File: config.mk
export PLATFORM = sky130hd
export DESIGN_NAME = prog_loader
export DESIGN_NICKNAME = d
export VERILOG_FILES = /design/src/rtl/loader_pkg.sv /design/src/rtl/prog_loader.sv
export SDC_FILE = /design/constraint.sdc
export NUM_CORES = 1
export LEC_CHECK = 0
export ABC_AREA = 1
export BUFFER_PORTS_ARGS = -buffer_cell sky130_fd_sc_hd__buf_2
export CELL_PAD_IN_SITES_DETAIL_PLACEMENT = 0
export CELL_PAD_IN_SITES_GLOBAL_PLACEMENT = 2
export CORE_MARGIN = 4
export CORE_UTILIZATION = 35
export CTS_CLUSTER_SIZE = 25
export DETAILED_ROUTE_END_ITERATION = 6
export HOLD_SLACK_MARGIN = 0.05
export PLACE_DENSITY_LB_ADDON = 0.1
export SLEW_MARGIN = 20
export SYNTH_ARGS = -nofsm -noshare
export SYNTH_HDL_FRONTEND = slang
export SYNTH_SLANG_ARGS = --single-unit
File: constraint.sdc
create_clock -name clk -period 5.1 [get_ports clk]
set_clock_uncertainty 0.05 [all_clocks]
set_input_delay 0.765 -clock clk [delete_from_list [all_inputs] [get_ports clk]]
set_output_delay 0.765 -clock clk [all_outputs]
set_load 0.02 [all_outputs]
File: src/rtl/loader_pkg.sv
// Shared types and constants for the boot-time program loader.
// Framing: sync, 16-bit length, hi/lo data words, XOR checksum.
package loader_pkg;

  typedef enum logic [2:0] {
    S_IDLE,
    S_LEN_HI,
    S_LEN_LO,
    S_DATA_HI,
    S_DATA_LO,
    S_CSUM,
    S_RUN,
    S_ERR
  } state_e;

  localparam logic [7:0] SYNC_BYTE = 8'hA5;

  function automatic logic [7:0] csum_step(
    input logic [7:0] acc,
    input logic [7:0] b
  );
    return acc ^ b;
  endfunction

endpackage

File: src/rtl/prog_loader.sv
// Frames a UART byte stream into instruction memory writes and
// holds the CPU in reset until a checksummed image has landed.
module prog_loader
  import loader_pkg::*;
#(
  parameter int ADDR_W  = 7,
  parameter int TIMEOUT = 100000
) (
  input  logic              clk,
  input  logic              rst,
  input  logic              rx_valid,
  input  logic [7:0]        rx_data,
  output logic              imem_we,
  output logic [ADDR_W-1:0] imem_addr,
  output logic [15:0]       imem_wdata,
  output logic              cpu_rst,
  output logic              done,
  output logic              err
);

  localparam int CNT_W = (TIMEOUT > 1) ? $clog2(TIMEOUT) : 1;
  localparam logic [CNT_W-1:0] TO_LAST =
    CNT_W'((TIMEOUT > 0) ? TIMEOUT - 1 : 0);
  localparam logic [16:0] DEPTH = 17'(2 ** ADDR_W);

  state_e              state_q, state_d;
  logic [7:0]          len_hi_q, len_hi_d;
  logic [15:0]         n_q, n_d;
  logic [7:0]          hi_q, hi_d;
  logic [ADDR_W:0]     idx_q, idx_d;
  logic [7:0]          xor_q, xor_d;
  logic [CNT_W-1:0]    cnt_q, cnt_d;
  logic                we_q, we_d;
  logic [ADDR_W-1:0]   addr_q, addr_d;
  logic [15:0]         wdata_q, wdata_d;
  logic                cpu_rst_q, cpu_rst_d;
  logic                done_q, done_d;
  logic                err_q, err_d;

  logic                in_frame;
  logic                next_in_frame;
  logic                timeout_hit;
  logic [15:0]         n_full;
  logic [ADDR_W:0]     idx_inc;

  always_comb begin
    in_frame = (state_q == S_LEN_HI) || (state_q == S_LEN_LO) ||
               (state_q == S_DATA_HI) || (state_q == S_DATA_LO) ||
               (state_q == S_CSUM);
    // A byte in the expiry cycle wins over the timeout
    timeout_hit = (TIMEOUT != 0) && in_frame && !rx_valid &&
                  (cnt_q == TO_LAST);
    n_full  = {len_hi_q, rx_data};
    idx_inc = idx_q + (ADDR_W + 1)'(1);

    state_d  = state_q;
    len_hi_d = len_hi_q;
    n_d      = n_q;
    hi_d     = hi_q;
    idx_d    = idx_q;
    xor_d    = xor_q;
    we_d     = 1'b0;
    addr_d   = addr_q;
    wdata_d  = wdata_q;

    if (rx_valid) begin
      unique case (state_q)
        S_IDLE, S_RUN, S_ERR: begin
          if (rx_data == SYNC_BYTE) begin
            state_d = S_LEN_HI;
            idx_d   = '0;
            xor_d   = '0;
          end
        end
        S_LEN_HI: begin
          len_hi_d = rx_data;
          xor_d    = csum_step(xor_q, rx_data);
          state_d  = S_LEN_LO;
        end
        S_LEN_LO: begin
          n_d   = n_full;
          xor_d = csum_step(xor_q, rx_data);
          if (n_full == 16'd0)
            state_d = S_CSUM;
          else if ({1'b0, n_full} > DEPTH)
            state_d = S_ERR;
          else
            state_d = S_DATA_HI;
        end
        S_DATA_HI: begin
          hi_d    = rx_data;
          xor_d   = csum_step(xor_q, rx_data);
          state_d = S_DATA_LO;
        end
        S_DATA_LO: begin
          we_d    = 1'b1;
          addr_d  = idx_q[ADDR_W-1:0];
          wdata_d = {hi_q, rx_data};
          idx_d   = idx_inc;
          xor_d   = csum_step(xor_q, rx_data);
          if (16'(idx_inc) == n_q)
            state_d = S_CSUM;
          else
            state_d = S_DATA_HI;
        end
        S_CSUM: begin
          state_d = (rx_data == xor_q) ? S_RUN : S_ERR;
        end
        default: ;
      endcase
    end else if (timeout_hit) begin
      state_d = S_ERR;
    end

    next_in_frame = (state_d == S_LEN_HI) || (state_d == S_LEN_LO) ||
                    (state_d == S_DATA_HI) || (state_d == S_DATA_LO) ||
                    (state_d == S_CSUM);
    if ((TIMEOUT == 0) || rx_valid || !next_in_frame)
      cnt_d = '0;
    else
      cnt_d = cnt_q + CNT_W'(1);

    cpu_rst_d = (state_d != S_RUN);
    done_d    = (state_d == S_RUN);
    err_d     = (state_d == S_ERR);
  end

  always_ff @(posedge clk or negedge rst) begin
    if (!rst) begin
      state_q   <= S_IDLE;
      len_hi_q  <= '0;
      n_q       <= '0;
      hi_q      <= '0;
      idx_q     <= '0;
      xor_q     <= '0;
      cnt_q     <= '0;
      we_q      <= 1'b0;
      addr_q    <= '0;
      wdata_q   <= '0;
      cpu_rst_q <= 1'b1;
      done_q    <= 1'b0;
      err_q     <= 1'b0;
    end else begin
      state_q   <= state_d;
      len_hi_q  <= len_hi_d;
      n_q       <= n_d;
      hi_q      <= hi_d;
      idx_q     <= idx_d;
      xor_q     <= xor_d;
      cnt_q     <= cnt_d;
      we_q      <= we_d;
      addr_q    <= addr_d;
      wdata_q   <= wdata_d;
      cpu_rst_q <= cpu_rst_d;
      done_q    <= done_d;
      err_q     <= err_d;
    end
  end

  assign imem_we    = we_q;
  assign imem_addr  = addr_q;
  assign imem_wdata = wdata_q;
  assign cpu_rst    = cpu_rst_q;
  assign done       = done_q;
  assign err        = err_q;

endmodule

==> results of run 1 <==
[cell type report]
| type | count | share of cell area |
|---|---|---|
| inverters | 72 | 0.0524 |
| clock inverters | 5 | 0.00818 |
| flip-flops and latches | 95 | 0.457 |
| well taps | 172 | 0.0414 |
| repair buffers | 38 | 0.0375 |
| clock buffers | 11 | 0.0447 |
| multi-input cells | 349 | 0.358 |
[synth_stat cells]
library cell,n
o21ai_1,7
nand4_4,1
nand3_1,30
a21oi_1,4
inv_1,63
nand2_2,10
nor3_1,3
xor2_1,18
or2_1,1
xnor2_1,3
a21boi_1,1
inv_4,1
nand3_2,3
o21ai_2,1
nor2_1,30
nand4_1,14
clkbuf_1,11
dfstp_2,1
nor3_2,1
a21oi_4,1
ha_1,2
nand2_1,131
nor2_2,8
clkinv_1,1
inv_2,7
nor2_8,1
o21ai_0,55
o22ai_1,3
nor4_1,2
buf_12,1
a31o_2,1
nand2_4,3
nor2_4,13
dfrtp_1,94
nand3b_1,2
[flip-flops by register name, indices dropped and copies added (netlist names)]
signal,flops
idx_q,8
state_q,3
len_hi_q,8
err,1
cnt_q,17
cpu_rst,1
hi_q,8
done,1
imem_addr,7
imem_we,1
xor_q,8
n_q,16
imem_wdata,16
[cells by family (layout without fill, tap and decap cells)]
logic type / after synthesis / after routing / synth area share
compound gates: 73 / 73 / 0.0853
xor+xnor: 21 / 21 / 0.0402
fa+ha+maj: 2 / 2 / 0.00547
buf+inv: 84 / 126 / 0.0730
flops: 95 / 95 / 0.520
simple gates: 253 / 253 / 0.276
[through the flow]
stage               power (mW)  instances  setup slack, ps   util
CTS                       2.99        742             2450  0.409
global placement          2.32        726             2140  0.387
detailed placement        2.34        726             2080  0.387
finish                    2.93        742             2500  0.409
floorplan                 2.03        528             2930      -
global route              3.20        742             2150  0.409
[worst max path at each step]
stage	cells past startpoint	slack (ps)	end	from
final	6	2500	idx_q[6]$_DFFE_PN0P_	rx_valid
after CTS	6	2450	idx_q[6]$_DFFE_PN0P_	rx_valid
after floorplan	13	2930	cnt_q[11]$_DFF_PN0_	rx_data[6]
after global routing	6	2150	idx_q[3]$_DFFE_PN0P_	rx_valid
after detailed placement	6	2080	idx_q[6]$_DFFE_PN0P_	rx_valid
after global placement	6	2140	idx_q[6]$_DFFE_PN0P_	rx_valid
[routing by layer]
layer  GRT usage  wire length, um
met1       0.219             5230
met2       0.232             4440
met3      0.0424              441
met4      0.0385              126
met5           0                0
[critical path, cell delays in order]
cell and delay (ps):
buf_2 190, inv_2 120, nor2_1 690, inv_2 510
nand2_1 350, o22ai_1 110
[power by group]
part           switching (mW)  internal [mW]  total (mW)  leakage [nW]
combinational           0.750          0.356        1.11          1.13
clock                   0.298          0.336       0.634         0.130
sequential              0.168           1.03        1.19          1.23
total                    1.22           1.72        2.93          2.49
==> metrics, run 1 <==
Num CTS Buffers 9; setup slack, reg-to-reg 2550 ps; global-route wire length before repair 17,700 um; antenna violations before repair 0; via count 3,366; Final Hold Fails 0; Routed WL per cell 13.8 um; post-route design area 5200 um2; Placer Congestion 0.786; largest net degree at the start of global routing 50; DRC errors left 0; Initial Util 0.360; core area 12,700 um2; Setup TNS Final 0 ps; CTS tree built; Max VDD drop 0.000364 V; area grow syn2layout 13.6%; Routed Antenna Nets 0; syn_area_per_cell 8.67 um2; die area 15,000 um2; drt initial violations 185; Peak Freq 0.385 GHz; Crit Path Max Fanout 44; Congestion Overflow GR 0; Final Max Tran Viols 0; vias in the first global route 3,423; P_leak 2.49 nW; Setup Viol. Count Final 0; Least-Margin Pin Slew 878 ps; fin crit share 0.509; vias per cell 4.54; Hold WC Path Type input port to async pin; Core Rows 41; cts hold-fix bufs 0; Sink Count 95; synth top area cells dfrtp_1, nand2_1, o21ai_0; Slew HR 0.414; Cells after Synth 528; startpoint types input port; Routed WL 10,200 um; Post-Synthesis Net Count 541; die height 122 um; Max-cap violations 0; most common cell after layout, fill and taps aside nand2_1; RSZ-0062 raised after global routing no; io pins 38; Final min period 2600 ps; post-placement cell area 4930 um2; detailed placement HPWL 7410 um; Worst EP required 5260 ps; DRT Pass-1 Iters 4; clock root buffer master clkbuf_16; GR Util All Layers 0.154; # Post-CTS Setup Buffers 0; post_cts resized 0; input/output buffers 37; buffer levels on the longest clock path 2; worst-skew pair later-pin latency 350 ps; Seq/Total Area, Yosys 0.520; footprint of the multi-input gates 1860 um2; yosys warns 0; share of cells above drive strength 1 0.182; status finished, final reports clean; Yosys top cell by area dfrtp_1; CP arrival 2760 ps; Reg-to-Reg Start state_q[0]$_DFF_PN0_; worst hold margin 372 ps; worst r2r path cells 6; Synth cell types 35; CTS H-tree depth 3; WS Path Type input port to register; Yosys top cell area share 0.514; r2r endpoint idx_q[6]$_DFFE_PN0P_; Fill cells 1,369; most frequent cells in the layout nand2_1, dfrtp_1, inv_1; clock-pin slew on the worst setup and hold paths 70 ps; CP Capture Type register; Storage cell area 2380 um2; n_diodes 0; Synth Register Bits 95; mapped cell area 4580 um2; pwr/cell area 564 nW/um2; die width 122 um; nets 578
Note: power is estimated with default switching activity, not from simulation.
==> run 2, diff against run 1 <==
--- a/config.mk
+++ b/config.mk
@@ -5,7 +5,7 @@
 export SDC_FILE = /design/constraint.sdc
 export NUM_CORES = 1
 export LEC_CHECK = 0
-export ABC_AREA = 1
+export ABC_AREA = 0
 export BUFFER_PORTS_ARGS = -buffer_cell sky130_fd_sc_hd__buf_2
 export CELL_PAD_IN_SITES_DETAIL_PLACEMENT = 0
 export CELL_PAD_IN_SITES_GLOBAL_PLACEMENT = 2
==> constraint.sdc (replaced) <==
create_clock -name clk -period 2.5 [get_ports clk]
set_clock_uncertainty 0.05 [all_clocks]
set_input_delay 0.375 -clock clk [delete_from_list [all_inputs] [get_ports clk]]
set_output_delay 0.375 -clock clk [all_outputs]
set_load 0.02 [all_outputs]
==> run 2 against run 1 <==
Effect of this change:
- critical path depth increased by 3
- sequential cell count stayed put
- non-clock buffer count increased by 70
- hold slack better by 2.9 ps
- critical endpoint is now cnt_q[1]$_DFF_PN0_
- register-to-register slack got worse by 2500 ps
- count of clock-buffer cells in the layout fell by 1
==> metrics, run 2 <==
status finished, final reports clean; Max VDD drop 0.000485 V; Largest register FFs 17; post-route design area 5990 um2; CTS tree built; met2 wire length 5710 um; syn_area_per_cell 10.3 um2; Final Hold Fails 0; largest net degree at the start of global routing 54; mapped cell area 4740 um2; Seq/Total Area, Yosys 0.502; yosys warns 0; Num CTS Buffers 9; WL met1 5710 um; top_reg_cell synth dfrtp_1; Routed WL per cell 16.4 um; fin crit share 0.962; share of cells above drive strength 1 0.338; Hold WC Path Type input port to register; Final min period 2400 ps; clock root buffer master clkbuf_16; Sink Count 95; Initial Util 0.358; Worst EP required 2710 ps; die width 124 um; Peak Freq 0.416 GHz; Routed WL 12,000 um; Post-synth EDFFs 0; Placer Congestion 0.805; clock-pin slew on the worst setup and hold paths 70 ps; Cells after Synth 462; DRT Pass-1 Iters 6; CP arrival 2610 ps; most flop-heavy register cnt_q; CTS H-tree depth 3; Yosys top cell by area dfrtp_1; Core Rows 42; Setup Viol. Count Final 0; Crit Path Max Fanout 5; Final Max Tran Viols 0; Congestion Overflow GR 0; most common cell after layout, fill and taps aside dfrtp_1; Routed Antenna Nets 0; Synth cell types 53; Non-Filler Instances 733; worst-skew pair later-pin latency 350 ps; Yosys top cell area share 0.496; detailed placement HPWL 8460 um; DR WL met3 414 um; Slew HR 0.554; die height 124 um; vias in the first global route 3,685; DRC errors left 0; count leader, synth dfrtp_1; via count 3,662; vias per cell 5.00; FFs w/ async S/R, synth 1.00; input/output buffers 37; GR Util All Layers 0.162; post-placement cell area 5550 um2; pwr/cell area 934 nW/um2; Post-Synthesis Net Count 475; Total Power 5.60 mW; synth top area cells dfrtp_1, mux2_2, nand2_1; WS Path Type register to register; Synth Register Bits 95; Fill cells 1,290; most frequent cells in the layout dfrtp_1, nand2_1, buf_4; Least-Margin Pin Slew 665 ps; CP Capture Type register; die area 15,500 um2; P_leak 2.80 nW; placed cells 713; core area 13,200 um2; startpoint types register; post-layout util 0.452; nets 565; io pins 38; Post-synth top cells dfrtp_1, nand2_1, mux2_2; area grow syn2layout 26.4%; n_diodes 0; Top Layer Used met4; buffer levels on the longest clock path 2; Max-cap violations 0; antenna violations before repair 0; Setup TNS Final 0 ps; drt initial violations 292; global-route wire length before repair 20,200 um; RSZ-0062 raised after global routing yes
[run 2: cell types whose count changed after synthesis, sizes merged, moves of 10 or more]
cell	change
and3	+10
clkbuf	+12
inv	-69
mux2	+33
nand2	-58
nand2b	+14
nand3	-18
nor2	-27
nor4	+19
o21ai	-30
xnor2	+11
[run 2: worst max-delay path, cell delays in order, from the launching register on]
cell and delay, ps:
dfrtp_1 380, or4_4 550, nor4_4 310, o221ai_2 170, nor4_2 160, buf_4 170, nor4_4 40, buf_6 150
buf_8 140, nor4b_4 190
[run 2: area by class of cell]
| class | instances | area (um2) | share of cell area |
|---|---|---|---|
| tap | 176 | 220 | 0.0368 |
| inverter | 2 | 7.51 | 0.00125 |
| timing repair buffer | 108 | 785 | 0.131 |
| clock inverter | 6 | 45.0 | 0.00752 |
| clock buffer | 10 | 229 | 0.0382 |
| multi-input combinational | 336 | 2320 | 0.388 |
| sequential | 95 | 2380 | 0.397 |
[run 2: cell families (layout without fill, tap and decap cells)]
kind of cell / Yosys count / after routing / synth area share
AO/OA/AOI/OAI: 55 / 55 / 0.0752
XOR/XNOR: 30 / 30 / 0.0554
adder cells (fa/ha/maj): 2 / 2 / 0.00528
buffers and inverters: 31 / 126 / 0.0327
flip-flops: 95 / 95 / 0.502
multiplexers: 33 / 33 / 0.0784
AND/OR/NAND/NOR: 216 / 216 / 0.251
[run 2: where the power goes]
group / internal (mW) / total (mW) / leakage, nW / switching (mW)
Sequential: 1.95 / 2.22 / 1.26 / 0.272
Clock: 0.679 / 1.30 / 0.125 / 0.618
Combinational: 0.977 / 2.08 / 1.41 / 1.10
[run 2: final timing paths]
kind / start / end / slack (ps) / cells past startpoint
max reg2reg: n_q[12]$_DFFE_PN0P_ / cnt_q[1]$_DFF_PN0_ / 100 / 9
min in group asynchronous: rst / imem_wdata[9]$_DFFE_PN0P_ / 410 / 2
max: n_q[12]$_DFFE_PN0P_ / cnt_q[1]$_DFF_PN0_ / 100 / 9
min: rx_data[0] / imem_wdata[0]$_DFFE_PN0P_ / 380 / 4
max in group asynchronous: rst / cpu_rst$_DFF_PN1_ / 1340 / 3
min reg2reg: hi_q[2]$_DFFE_PN0P_ / imem_wdata[10]$_DFFE_PN0P_ / 410 / 2
[run 2: metrics by stage]
stage | setup slack, ps | hold WS (ps)
2_1_floorplan | 50.0 | 29.4
3_3_place_gp | -405 | 234
3_5_place_dp | -379 | 237
4_1_cts | -56.6 | 366
5_1_grt | -20.7 | 395
6_report | 95.8 | 375
[run 2: what timing repair did]
action / 4_1_cts / 5_1_grt
pin swaps: 6 / 6
hold buffers: 1 / 0
gates resized for setup: 11 / 8
setup endpoints to repair: 17 / 17
hold endpoints to repair: 19 / 0
buffers inserted: 3 / 2
[run 2: metal layers]
metal | global-route usage | vias up
met5 | 0 | -
li1 | - | 1794
met2 | 0.252 | 56
met3 | 0.0274 | 9
met4 | 0.0542 | 0
met1 | 0.229 | 1803
